$ cat config.mk
export PLATFORM = sky130hd
export DESIGN_NAME = hand_cmd_parser
export DESIGN_NICKNAME = d
export VERILOG_FILES = /design/src/rtl/hand_cmd_parser.sv
export SDC_FILE = /design/constraint.sdc
export NUM_CORES = 1
export LEC_CHECK = 0
export BUFFER_PORTS_ARGS = -buffer_cell sky130_fd_sc_hd__buf_4
export CAP_MARGIN = 20
export CORE_MARGIN = 2
export CORE_UTILIZATION = 52
export CTS_BUF_LIST = sky130_fd_sc_hd__clkbuf_8
export DETAILED_ROUTE_END_ITERATION = 7
export PLACE_DENSITY_LB_ADDON = 0.2
export SYNTH_ARGS = -nofsm -noshare
export SYNTH_HDL_FRONTEND = slang
export SYNTH_SLANG_ARGS = --single-unit
$ cat constraint.sdc
create_clock -name i_Clock -period 3.3 [get_ports i_Clock]
set_input_delay 0 -clock i_Clock [delete_from_list [all_inputs] [get_ports i_Clock]]
set_output_delay 0 -clock i_Clock [all_outputs]
set_load 0.02 [all_outputs]
$ cat src/rtl/hand_cmd_parser.sv
// Parses "F<n> <decimal>\n" frames from the UART byte stream into per-finger position registers.
// Commit/error pulses appear one cycle after the deciding byte; one byte per cycle, never backpressures.
module hand_cmd_parser #(
  parameter int NUM_FINGERS = 5,
  parameter int POS_WIDTH   = 16,
  parameter int MAX_DIGITS  = 5
) (
  input  logic                             i_Clock,
  input  logic                             i_Reset,
  input  logic                             i_Rx_DV,
  input  logic [7:0]                       i_Rx_Byte,
  output logic [NUM_FINGERS*POS_WIDTH-1:0] o_Position,
  output logic                             o_Pos_Valid,
  output logic [3:0]                       o_Pos_Finger,
  output logic [POS_WIDTH-1:0]             o_Pos_Value,
  output logic                             o_Frame_Error,
  output logic [15:0]                      o_Error_Count
);

  localparam int AW = POS_WIDTH + 4;
  localparam int CW = $clog2(MAX_DIGITS + 1);
  localparam logic [7:0] MAX_FCHAR = 8'(48 + NUM_FINGERS);

  typedef enum logic [2:0] {S_IDLE, S_FINGER, S_SPACE, S_DIGITS, S_SKIP} state_t;

  state_t                           state_q, state_d;
  logic [3:0]                       finger_q, finger_d;
  logic [AW-1:0]                    acc_q, acc_d, acc_nxt;
  logic [CW-1:0]                    cnt_q, cnt_d;
  logic                             ovf_q, ovf_d;
  logic [NUM_FINGERS*POS_WIDTH-1:0] pos_q, pos_d;
  logic                             pos_vld_q, pos_vld_d;
  logic [3:0]                       pos_finger_q, pos_finger_d;
  logic [POS_WIDTH-1:0]             pos_value_q, pos_value_d;
  logic                             frame_err_q, frame_err_d;
  logic [15:0]                      err_cnt_q, err_cnt_d;
  logic                             err, commit;
  logic                             is_lf, is_digit, is_fdigit;

  assign is_lf     = (i_Rx_Byte == 8'h0A);
  assign is_digit  = (i_Rx_Byte >= 8'h30) && (i_Rx_Byte <= 8'h39);
  assign is_fdigit = (i_Rx_Byte >= 8'h31) && (i_Rx_Byte <= MAX_FCHAR);
  // acc*10 + digit; low nibble of an ASCII digit is its value
  assign acc_nxt   = (acc_q << 3) + (acc_q << 1) + {{(AW-4){1'b0}}, i_Rx_Byte[3:0]};

  always_comb begin
    state_d      = state_q;
    finger_d     = finger_q;
    acc_d        = acc_q;
    cnt_d        = cnt_q;
    ovf_d        = ovf_q;
    pos_d        = pos_q;
    pos_vld_d    = 1'b0;
    pos_finger_d = pos_finger_q;
    pos_value_d  = pos_value_q;
    frame_err_d  = 1'b0;
    err_cnt_d    = err_cnt_q;
    err          = 1'b0;
    commit       = 1'b0;

    if (i_Rx_DV && (i_Rx_Byte != 8'h0D)) begin
      case (state_q)
        S_IDLE: begin
          if (i_Rx_Byte == 8'h46) state_d = S_FINGER;
          else if (!is_lf) begin
            err     = 1'b1;
            state_d = S_SKIP;
          end
        end
        S_FINGER: begin
          if (is_fdigit) begin
            finger_d = i_Rx_Byte[3:0];
            state_d  = S_SPACE;
          end else begin
            err     = 1'b1;
            state_d = is_lf ? S_IDLE : S_SKIP;
          end
        end
        S_SPACE: begin
          if (i_Rx_Byte == 8'h20) begin
            acc_d   = '0;
            cnt_d   = '0;
            ovf_d   = 1'b0;
            state_d = S_DIGITS;
          end else begin
            err     = 1'b1;
            state_d = is_lf ? S_IDLE : S_SKIP;
          end
        end
        S_DIGITS: begin
          if (is_digit) begin
            if (cnt_q < CW'(MAX_DIGITS)) begin
              acc_d = acc_nxt;
              cnt_d = cnt_q + 1'b1;
              if (|acc_nxt[AW-1:POS_WIDTH]) ovf_d = 1'b1;
            end else begin
              err     = 1'b1;
              state_d = S_SKIP;
            end
          end else if (is_lf) begin
            if ((cnt_q != '0) && !ovf_q) commit = 1'b1;
            else                         err    = 1'b1;
            state_d = S_IDLE;
          end else begin
            err     = 1'b1;
            state_d = S_SKIP;
          end
        end
        S_SKIP: begin
          if (is_lf) state_d = S_IDLE;
        end
        default: state_d = S_IDLE;
      endcase
    end

    if (err) begin
      frame_err_d = 1'b1;
      if (err_cnt_q != 16'hFFFF) err_cnt_d = err_cnt_q + 16'd1;
    end
    if (commit) begin
      pos_vld_d    = 1'b1;
      pos_finger_d = finger_q;
      pos_value_d  = acc_q[POS_WIDTH-1:0];
    end
    for (int k = 0; k < NUM_FINGERS; k++) begin
      if (commit && (finger_q == 4'(k + 1))) pos_d[k*POS_WIDTH +: POS_WIDTH] = acc_q[POS_WIDTH-1:0];
    end
  end

  always_ff @(posedge i_Clock) begin
    if (i_Reset) begin
      state_q      <= S_IDLE;
      finger_q     <= '0;
      acc_q        <= '0;
      cnt_q        <= '0;
      ovf_q        <= 1'b0;
      pos_q        <= '0;
      pos_vld_q    <= 1'b0;
      pos_finger_q <= '0;
      pos_value_q  <= '0;
      frame_err_q  <= 1'b0;
      err_cnt_q    <= '0;
    end else begin
      state_q      <= state_d;
      finger_q     <= finger_d;
      acc_q        <= acc_d;
      cnt_q        <= cnt_d;
      ovf_q        <= ovf_d;
      pos_q        <= pos_d;
      pos_vld_q    <= pos_vld_d;
      pos_finger_q <= pos_finger_d;
      pos_value_q  <= pos_value_d;
      frame_err_q  <= frame_err_d;
      err_cnt_q    <= err_cnt_d;
    end
  end

  assign o_Position    = pos_q;
  assign o_Pos_Valid   = pos_vld_q;
  assign o_Pos_Finger  = pos_finger_q;
  assign o_Pos_Value   = pos_value_q;
  assign o_Frame_Error = frame_err_q;
  assign o_Error_Count = err_cnt_q;

endmodule

## After elaboration in Yosys (flattened, before gate mapping)

Cells that the tools add are included.

| cells by class | value |
|---|---|
| order comparisons | 5 |
| reduce and logical (&&, ||, !) cells | 19 |
| div/mod/pow operators | 0 |
| $mul | 0 |
| add/subtract/negate cells | 4 |
| equality and inequality tests | 21 |
| shift operators | 0 |
| multiplexer cells | 39 |
| bitwise gates (word level) | 0 |

Operators with widths:

| kind | count |
|---|---|
| 19-bit two-way mux | 3 |
| 19-bit case mux with 2 select lines | 1 |
| 3-bit two-way mux | 11 |
| 20-bit adder | 1 |
| 20-bit by 4-bit adder with 20-bit output | 1 |
| 1-bit two-way mux | 20 |
| 16-bit by 1-bit adder with 16-bit output, second input constant | 1 |
| 8-bit by 6-bit greater-or-equal comparator with 1-bit output, second input constant | 2 |
| 8-bit by 6-bit <= comparator with 1-bit output, second input constant | 2 |
| 16-bit != test, second input constant | 1 |
| 3-bit case mux with 5 select lines | 1 |
| 2-bit != test, second input constant | 5 |
| 1-bit logical AND | 9 |
| 4-bit by 2-bit equality test with 1-bit output, second input constant | 2 |
| 4-bit by 3-bit equality test with 1-bit output, second input constant | 2 |
| 8-bit by 4-bit equality test with 1-bit output, second input constant | 1 |
| 8-bit by 6-bit equality test with 1-bit output, second input constant | 1 |
| 8-bit by 7-bit equality test with 1-bit output, second input constant | 1 |
| 8-bit by 4-bit != test with 1-bit output, second input constant | 1 |
| 3-bit by 2-bit equality test with 1-bit output, second input constant | 2 |
| 3-bit != test, second input constant | 2 |
| 3-bit case mux with 2 select lines | 1 |
| 6-bit AND reduction | 1 |
| 5-bit AND reduction | 1 |
| other kinds (15) | 15 |

| storage, ports and cells | value |
|---|---|
| logic and storage cells | 103 |
| memory bits (read-only) | 0 |
| memories | 0 |
| RAM bits | 0 |
| input bits | 11 |
| bits in latches | 0 |
| flip-flop bits (word level) | 148 |
| output and inout bits | 118 |

## Longest topological paths before layout

Gate-level depths: netlist (run 1).

| logic depth | value |
|---|---|
| word-level depth | 8 |
| mapped depth | 11 |

## Least setup slack after synthesis (run 1)

No wires, ideal clock.

| path | value |
|---|---|
| path type | reg-to-reg |
| start | register acc_q[0] |
| end | register ovf_q |
| clock period less this slack | 3271 ps |
| arrival time | 3208 ps |
| cell stages (with the launch flop) | 11 |
| path slack | 29 ps |
| library setup time | 64 ps |
| cell sequence | dfxtp_1 -> inv_1 -> fa_1 -> fa_1 -> nor2b_1 -> o31ai_1 -> a211o_2 -> and4_1 -> or4_1 -> or4_1 -> nand4_1 |

| on the way | value |
|---|---|
| longest elaborated chain between the ends | 5 |

RTL lines:

| element | RTL line | source |
|---|---|---|
| from (decl) | 28 | `logic [AW-1:0] acc_q, acc_d, acc_nxt;` |
| from (signal assigned) | 134 | `acc_q <= '0;` |
| from (signal assigned) | 146 | `acc_q <= acc_d;` |
| 20-bit adder | 44 | `assign acc_nxt = (acc_q << 3) + (acc_q << 1) + {{(AW-4){1'b0}}, i_Rx_Byte[3:0]};` |
| 20-bit by 4-bit adder with 20-bit output | 44 |  |
| 4-bit OR reduction | 95 | `if (\|acc_nxt[AW-1:POS_WIDTH]) ovf_d = 1'b1;` |
| 2-bit != test (no line) | n/a |  |
| 6-bit AND reduction (no line) | n/a |  |
| to (signal assigned) | 148 | `ovf_q <= ovf_d;` |
| to (decl) | 30 | `logic ovf_q, ovf_d;` |

Every way passes these cells.
A chain may end at the register's enable or synchronous reset.

## Final worst setup path (run 1)

| path | value |
|---|---|
| start | register acc_q[2] |
| end | register ovf_q |

Same word-level chain as after synthesis.

==> results of run 1 <==
[path summary, 6_finish.rpt]
| check | slack [ps] | cells past startpoint | from | end |
|---|---|---|---|---|
| worst min register to register | 460 | 2 | o_Position[66]$_SDFFE_PP0P_ | o_Position[66]$_SDFFE_PP0P_ |
| worst max register to register | 170 | 10 | acc_q[2]$_SDFFE_PP0P_ | ovf_q$_SDFFE_PP0P_ |
| worst min-delay path | 40 | 4 | i_Rx_DV | o_Frame_Error$_SDFF_PP0_ |
| worst max-delay path | 170 | 10 | acc_q[2]$_SDFFE_PP0P_ | ovf_q$_SDFFE_PP0P_ |
[metal layers]
layer / track usage / routed length (um) / up-vias
met1: 0.3320 / 8057 / 2822
met4: 0.07738 / 164 / 0
met5: 0 / 0 / -
met2: 0.3736 / 7852 / 157
met3: 0.04741 / 846 / 17
li1: - / - / 3080
[layout make-up]
cell class / instances / area [um2] / area share
tap: 176 / 220.2 / 0.02568
clock buffer: 20 / 275.3 / 0.03210
timing repair buffer: 156 / 1179 / 0.1374
sequential: 148 / 2963 / 0.3455
inverter: 21 / 78.83 / 0.009192
clock inverter: 12 / 198.9 / 0.02320
multi-input combinational: 599 / 3661 / 0.4269
[through the flow]
step	cell area (um2)	worst slack, ps	util	hold slack (ps)
after floorplan	6907	28.57	-	147.2
final	8576	165.5	0.6554	37.51
after detailed placement	8066	93.16	0.6165	316.8
after CTS	8571	64.72	0.6550	9.758
after global placement	8066	136.5	0.6165	299.9
after global routing	8576	25.38	0.6554	25.43
[power by group through the flow]
stage                     combinational, mW  clock, mW  sequential [mW]
after floorplan                      0.0590          0             1.84
after global placement               0.0935          0             1.84
after detailed placement             0.0932          0             1.84
after CTS                            0.0967       1.67             1.79
after global routing                  0.106       1.76             1.79
final                                0.0974       1.65             1.79
[cell usage in the layout, fill, tap and decap left out, types with 5 or more instances in the layout]
cell,n
clkbuf_8,20
xnor2_1,7
nor3_1,12
inv_1,21
nor2b_1,8
o21ai_0,14
nand2_1,153
xor2_1,8
buf_4,153
a21oi_1,98
ha_1,37
dfxtp_1,148
bufinv_16,5
nand4_1,7
mux2i_1,41
nor4_1,5
a22oi_1,12
or4_1,10
nor2_1,86
nand3_1,17
or3_1,9
o31ai_1,8
[cell families (layout without fill, tap and decap cells)]
group,after synthesis,count (layout),synth area share
adder cells (fa/ha/maj),39,39,0.07283
AO/OA/AOI/OAI,167,167,0.1442
multiplexers,42,42,0.06105
flip-flops,148,148,0.4290
buffers and inverters,62,209,0.04293
AND/OR/NAND/NOR,336,336,0.2310
XOR/XNOR,15,15,0.01902
[state kept, by name, summed over array words and instances (netlist names), 3 cells and up]
| name | count |
|---|---|
| o_Position | 80 |
| acc_q | 19 |
| o_Error_Count | 16 |
| o_Pos_Value | 16 |
| finger_q | 4 |
| o_Pos_Finger | 4 |
| cnt_q | 3 |
| state_q | 3 |
[what timing repair did]
item	in CTS	in global routing
endpoints found under the hold margin	5	0
hold buffers	3	0
endpoints found under the setup margin	0	1
resized for setup	0	2
[worst max-delay path, cell delays in order, from the launching register on]
cell and delay [ps]:
dfxtp_1 330, inv_1 60, fa_1 510, fa_2 420
nor2b_2 140, o31ai_1 100, a211o_2 340, and4_1 190
or4_1 490, or4_1 410, nand4_1 90
==> metrics.txt, run 1 <==
wire length of the first global-routing pass 27,280 um; Setup Buffers After CTS 0; most frequent cell after synthesis nand2_1; yosys synthesis warning count 0; vias in the first global route 5,388; chip height approximately 120 um; port bufs roughly 130; Post-synth top cells 153 x nand2_1, 148 x dfxtp_1, 98 x a21oi_1; sequential power share 0.507; initial antenna violation count 0; cell chosen for the clock root clkbuf_8; vias 6,076; die area 14,220 um2; H-tree Lvls 4; Worst setup SP type register; GPL Wtd Cong 0.9152; Syn Area/Cell 8.537 um2; gr ovfl total 0; Clk pwr share 0.466; Area Overhead vs Synth 24.17%; top-area cell type share of the netlist area 0.4290; via density per instance roughly 5.4; DR WL/cell 14.95 um; Slew Viols, Final 0; DRC violations left 0; worst vdd ir 0.0002319 V; Core Box Area roughly 13,000 um2; Longest Clk Path Bufs 2; drt pass-1 iters 5; Comb power frac 0.028; clk_lat worst skew 450 ps; final clock skew 11.11 ps; CTS tree built; cells taking the most area after synthesis dfxtp_1 43%, nand2_1 8.3%, a21oi_1 7.1%; P_int 2.782 mW; Placed Cells incl. Taps 1,097; crit path kind register to register; fin nets 993; Detail Placement HPWL approximately 12,000 um; slew margin rel. 0.3932; Clock Sinks 148; Post-synth EDFFs 0; Slew @ Worst Pin 910.2 ps; drt total wl ~17,000 um; Max-Cap Viols 0; crit path DAT ~3500 ps; total design power 3.540 mW; IO Pins roughly 130; post-synthesis net count ~860; TNS Setup 0 ps; Cell Rows 42; Crit. End Element register; top_reg_cell synth dfxtp_1; RSZ-0062 raised after global routing no; clk slew on worst S/H paths ~80 ps; fin crit period 3134 ps; Net Sw Frac 0.2143; period utilization 0.9498; Post-Syn Area 6907 um2; sequential element share of the synthesized area 0.4290; Fillers approximately 1.1k; DIE WIDTH between 100 and 150 um; non-filler cells, final around 1.1k; fmax approximately 320 MHz; Critical Path RT 3690 ps; largest net degree at the start of global routing 92; ys async rst share 0; Final ANT Viol Nets 0; Synth cell types between 60 and 70; Synth Register Bits 148; endpoints failing setup 0; layout cells sized above 1 0.2144; Hold WC Path Type primary input to register; CP Max Fanout 5; PD cells 412.8 nW/um2; Leakage 3.658 nW; Starting Density 0.5278; final hold vios 0; total global-route track usage 0.2391; DR iter-0 viols 447; largest area contributor in the synthesized netlist dfxtp_1; cells after synthesis ~810; clock buffer count from CTS 17; diodes inserted 0; sw power 758.6 uW; status complete, no violations
No activity file was read; power rests on OpenSTA's default activity.
==> inputs of run 2 (changes only) <==
Settings changed: HOLD_SLACK_MARGIN set to 0.05.
==> run 2 against run 1 <==
Net effect:
- die area is the same
- worst setup slack is essentially flat
- routed wire length grew 0.70%
- clock power is essentially flat
- critical path type unchanged
- critical endpoint unchanged
==> metrics.txt, run 2 (synthesized netlist as in run 1, its figures left out) <==
status complete, no violations; PD cells 412.0 nW/um2 (-0.20%); met2 usage 0.3757 (+0.002155); cell chosen for the clock root clkbuf_8; crit-path cells inv_1 > fa_1 > fa_2 > nor2b_2 > o31ai_1 > a211o_2 > and4_1 > or4_1 > or4_1 > nand4_1; vias in the first global route 5,400 (+0.22%); Worst setup SP type register; endpoints failing setup 0 (unchanged); RSZ-0062 raised after global routing no; clock buffer count from CTS 17 (unchanged); H-tree Lvls 4 (unchanged); crit-path most repeated cell or4_1; IO Pins 129 (unchanged); Final ANT Viol Nets 0 (unchanged); largest net degree at the start of global routing 92 (unchanged); Fillers 1,097 (-0.27%); period utilization 0.9500 (about the same); Slew @ Worst Pin 926.4 ps (+16.21 ps); crit path kind register to register; Clk pwr share 0.466 (about the same); chip height 119.2 um (unchanged); Comb power frac 0.028 (about the same); initial antenna violation count 0 (unchanged); Longest Clk Path Bufs 2 (unchanged); final hold vios 0 (unchanged); CP Max Fanout 5 (unchanged); DRC violations left 0 (unchanged); DR iter-0 viols 453 (+1.3%); Critical Path RT 3700 ps (about the same); Slew Viols, Final 0 (unchanged); diodes inserted 0 (unchanged); grt met3 use 0.04741 (unchanged); worst vdd ir 0.0002332 V (+0.55%); Top Usage Layer GRT met2; Leakage 3.668 nW (+0.27%); multi-input logic area 3661 um2 (unchanged); Starting Density 0.5278 (unchanged); Max-Cap Viols 0 (unchanged); GPL Wtd Cong 0.9152 (unchanged); Hold WC Path Type primary input to register; P_int 2.783 mW (about the same); fmax 319.0 MHz (about the same); slowest CP cell fa_1; vias 6,106 (+0.49%); Crit. End Element register; Area Overhead vs Synth 24.60%; Buffers & Inverters on Critical Path 1 (unchanged); Cell Rows 42 (unchanged); slew margin rel. 0.3824 (-0.01081); port bufs 128 (unchanged); die area 14,220 um2 (unchanged); clk_lat worst skew 460 ps (about the same); Util after Layout 0.6577 (+0.002295); drt total wl 17,040 um (+0.70%); fin crit period 3135 ps (+0.4130 ps); Clock Sinks 148 (unchanged); DR WL/cell 15.01 um (+0.44%); drt pass-1 iters 5 (unchanged); clk slew on worst S/H paths 80 ps (about the same); gr ovfl total 0 (unchanged); Crit path max-delay family simple AND/OR/NAND/NOR gates; final clock skew 9.921 ps (-1.194 ps); Reg area 2963 um2 (unchanged); Setup Buffers After CTS 0 (unchanged); CP max stage delay 510 ps (about the same); R2R Setup Slk 170 ps (about the same); Detail Placement HPWL 11,730 um (unchanged); CTS tree built; via density per instance 5.380 (+0.23%); Core Box Area 13,090 um2 (unchanged); sw power 762.5 uW (+0.51%); most frequent cells in the layout 153 x nand2_1, 153 x buf_4, 148 x dfxtp_1, 98 x a21oi_1, 86 x nor2_1; fin nets 996 (+0.30%); TNS Setup 0 ps (unchanged); wire length of the first global-routing pass 27,390 um (+0.41%); DIE WIDTH 119.2 um (unchanged); GR Util met1 0.3326 (+0.0006031); number of flip-flops in the largest register 80 (unchanged); Net Sw Frac 0.2151 (+0.0007705); total global-route track usage 0.2400 (+0.0009180); crit path DAT 3540 ps (about the same); sequential power share 0.506 (about the same); layout cells sized above 1 0.2138 (-0.0006708)
[run 2: cell types whose count changed in the layout (fill, tap and decap cells not counted)]
cell and delta:
dlygate4sd3_1 +3
[run 2: layer usage]
layer | up-vias | routed length [um]
met3 | 21 | 898
met2 | 155 | 7911
met1 | 2840 | 8027
met5 | - | 0
met4 | 0 | 202
li1 | 3090 | -
[run 2: cell type report]
| class | count | share of cell area |
|---|---|---|
| multi-input cells | 599 | 0.4254 |
| flip-flops and latches | 148 | 0.3443 |
| repair buffers | 159 | 0.1404 |
| clock buffers | 20 | 0.03199 |
| well taps | 176 | 0.02559 |
| clock inverters | 12 | 0.02312 |
| inverters | 21 | 0.009160 |
[run 2: path summary, 6_finish.rpt]
kind	from	end	cells past startpoint
min	i_Rx_Byte[4]	state_q[1]$_SDFFE_PP0P_	5
max	acc_q[2]$_SDFFE_PP0P_	ovf_q$_SDFFE_PP0P_	10
min reg2reg	o_Position[63]$_SDFFE_PP0P_	o_Position[63]$_SDFFE_PP0P_	2
max reg2reg	acc_q[2]$_SDFFE_PP0P_	ovf_q$_SDFFE_PP0P_	10
[run 2: what timing repair did]
item | in CTS | in global routing
gates resized for setup | 0 | 2
hold buffers | 6 | 0
endpoints found under the setup margin | 0 | 1
endpoints found under the hold margin | 7 | 0
[run 2: metrics by stage]
step / power [mW] / setup slack, ps / hold WS [ps] / area, um2 / instances
6_report: 3.546 / 165.1 / 129.2 / 8606 / 1135
5_1_grt: 3.667 / 25.38 / 134.0 / 8606 / 1135
4_1_cts: 3.563 / 64.72 / 105.0 / 8601 / 1135
3_5_place_dp: 1.929 / 93.16 / 316.8 / 8066 / 1097
3_3_place_gp: 1.929 / 136.5 / 299.9 / 8066 / 1097
2_1_floorplan: 1.896 / 28.57 / 147.2 / 6907 / 809
[run 2: power groups by stage]
stage          sequential [mW]  combinational (mW)  clock [mW]
5_1_grt                   1.79               0.108        1.76
3_5_place_dp              1.84              0.0932           0
2_1_floorplan             1.84              0.0590           0
3_3_place_gp              1.84              0.0935           0
6_report                  1.79               0.101        1.65
4_1_cts                   1.79              0.0986        1.67
[run 2: tightest hold or removal path: stages]
cell	delay (ps)
buf_4	130
nand4_1	110
nor4b_2	120
a21oi_1	130
nor2_1	40
==> inputs of run 3 (changes only) <==
Settings changed: CORE_UTILIZATION 52 to 45.
==> run 3 against run 2 <==
Net effect:
- maximum frequency grew 0.58%
- first-iteration DRC count decreased by 19%
- total power decreased by 6.0%
- final area barely moved
- clock-buffer cell count shrank 1
- core utilization fell by 8.7 points
==> metrics.txt, run 3 (synthesized netlist as in run 1, its figures left out) <==
most frequent cells in the layout 155 x buf_4, 153 x nand2_1, 148 x dfxtp_1, 98 x a21oi_1, 86 x nor2_1; WHS 138.8 ps (+9.556 ps); WHS Path Cells 5 (unchanged); Setup Buffers After CTS 0 (unchanged); TNS Setup 0 ps (unchanged); DR iter-0 viols 368 (-19%); fmax 320.8 MHz (+0.58%); die area 16,350 um2 (+15%); sequential power share 0.538 (+0.032); drt pass-1 iters 5 (unchanged); fin crit period 3117 ps (-18.10 ps); slew margin rel. 0.5223 (+0.1399); final clock skew 12.17 ps (+2.245 ps); Clk pwr share 0.432 (-0.034); Clock Sinks 148 (unchanged); Area Overhead vs Synth 24.69% (about the same); vias 6,166 (+0.98%); DR WL/cell 15.39 um (+2.5%); Leakage 3.663 nW (-0.15%); Final Cell Area 8612 um2 (about the same); worst vdd ir 0.0003194 V (+37%); Crit. End Element register; diodes inserted 0 (unchanged); crit path kind register to register; endpoints failing setup 0 (unchanged); Placement Setup Slack 113.0 ps (+19.82 ps); Slew @ Worst Pin 714.6 ps (-211.8 ps); Placed Cells incl. Taps 1,112 (+1.4%); Worst setup SP type register; Max-Cap Viols 0 (unchanged); Detail Placement HPWL 12,590 um (+7.4%); crit path DAT 3510 ps (-30 ps); Cell Rows 45 (+7.1%); non-filler cells, final 1,152 (+1.5%); total global-route track usage 0.2170 (-0.02296); most common cell after layout, fill and taps aside buf_4; layout cells sized above 1 0.2158 (+0.002003); DIE WIDTH 127.9 um (+7.2%); clk_lat worst skew 450 ps (about the same); Setup crit start acc_q[2]$_SDFFE_PP0P_; wire length of the first global-routing pass 28,210 um (+3.0%); drt total wl 17,730 um (+4.0%); H-tree Lvls 4 (unchanged); number of flip-flops in the largest register 80 (unchanged); clk slew on worst S/H paths 80 ps (about the same); port bufs 128 (unchanged); Worst Setup Slack, final 183.2 ps (+18.10 ps); chip height 127.9 um (+7.2%); vias in the first global route 5,522 (+2.3%); Slew Viols, Final 0 (unchanged); Core Box Area 15,090 um2 (+15%); Reg2Reg Launch Point acc_q[2]$_SDFFE_PP0P_; Util after Layout 0.5707 (-0.08695); Hold WC Path Type primary input to register; hold path start i_Rx_Byte[4]; sw power 789.7 uW (+3.6%); final hold vios 0 (unchanged); fin nets 1,001 (+0.50%); R2R cell count 10 (unchanged); IO Pins 129 (unchanged); via density per instance 5.352 (-0.51%); clock buffer count from CTS 17 (unchanged); Comb power frac 0.030 (+0.002); cell chosen for the clock root clkbuf_8; GPL Wtd Cong 0.8411 (-8.1%); P_int 2.545 mW (-8.6%); Critical Path RT 3690 ps (about the same); CP Max Fanout 5 (unchanged); Final ANT Viol Nets 0 (unchanged); gr ovfl total 0 (unchanged); CTS tree built; status complete, no violations; largest net degree at the start of global routing 66 (-28%); initial antenna violation count 0 (unchanged); total design power 3.334 mW (-6.0%); Net Sw Frac 0.2368 (+0.02180); Starting Density 0.4577 (-0.07011); RSZ-0062 raised after global routing no; Longest Clk Path Bufs 2 (unchanged); period utilization 0.9445 (-0.005484); DRC violations left 0 (unchanged); PD cells 387.2 nW/um2 (-6.0%); placed cell areas 8117 um2 (+0.62%)
==> run 3: cell types whose count changed in the layout (fill, tap and decap cells not counted) <==
| cell | before | now |
|---|---|---|
| clkbuf_8 | 20 | 19 |
| bufinv_16 | 5 | 2 |
| buf_4 | 153 | 155 |
| dlygate4sd3_1 | 6 | 8 |
| inv_8 | 0 | 1 |
| buf_12 | 0 | 1 |
| clkinv_2 | 3 | 2 |
| clkinvlp_4 | 1 | 2 |
| clkinv_4 | 1 | 4 |
==> run 3: repair_timing <==
item,in CTS,in global routing
hold buffers,8,0
endpoints found under the hold margin,21,0
gates resized for setup,0,2
endpoints found under the setup margin,0,1
==> run 3: area by class of cell <==
cell class | instances | area, um2
Sequential cell | 148 | 2963
Tap cell | 188 | 235.2
Timing Repair Buffer | 164 | 1264
Inverter | 21 | 78.83
Clock buffer | 19 | 261.5
Fill cell | 1425 | 6477
Clock inverter | 13 | 148.9
Multi-Input combinational cell | 599 | 3661
==> run 3: worst max-delay path: stages, from the launching register on <==
cell     delay, ps
dfxtp_1        330
inv_1           70
fa_1           510
fa_2           410
nor2b_2        140
o31ai_1        100
a211o_2        340
and4_1         190
or4_1          480
or4_1          400
nand4_1         90
==> run 3: power by group through the flow <==
stage               registers [mW]  clock network [mW]  logic [mW]
floorplan                     1.84                   0      0.0590
global placement              1.84                   0      0.0946
detailed placement            1.84                   0      0.0952
CTS                           1.79                1.47       0.101
global route                  1.79                1.55       0.111
finish                        1.79                1.44       0.102
==> run 3: layer usage <==
metal | GRT usage | part of all wire | vias up | routed length (um)
li1 | - | - | 3096 | -
met1 | 0.2992 | 0.47 | 2910 | 8386
met2 | 0.3441 | 0.47 | 142 | 8285
met3 | 0.04800 | 0.048 | 18 | 844
met4 | 0.06012 | 0.012 | 0 | 210
met5 | 0 | 0 | - | 0
==> run 3: path summary, 6_finish.rpt <==
path	end	slack, ps
setup / recovery	ovf_q$_SDFFE_PP0P_	180
hold reg to reg	o_Position[43]$_SDFFE_PP0P_	460
hold / removal	state_q[1]$_SDFFE_PP0P_	140
setup reg to reg	ovf_q$_SDFFE_PP0P_	180
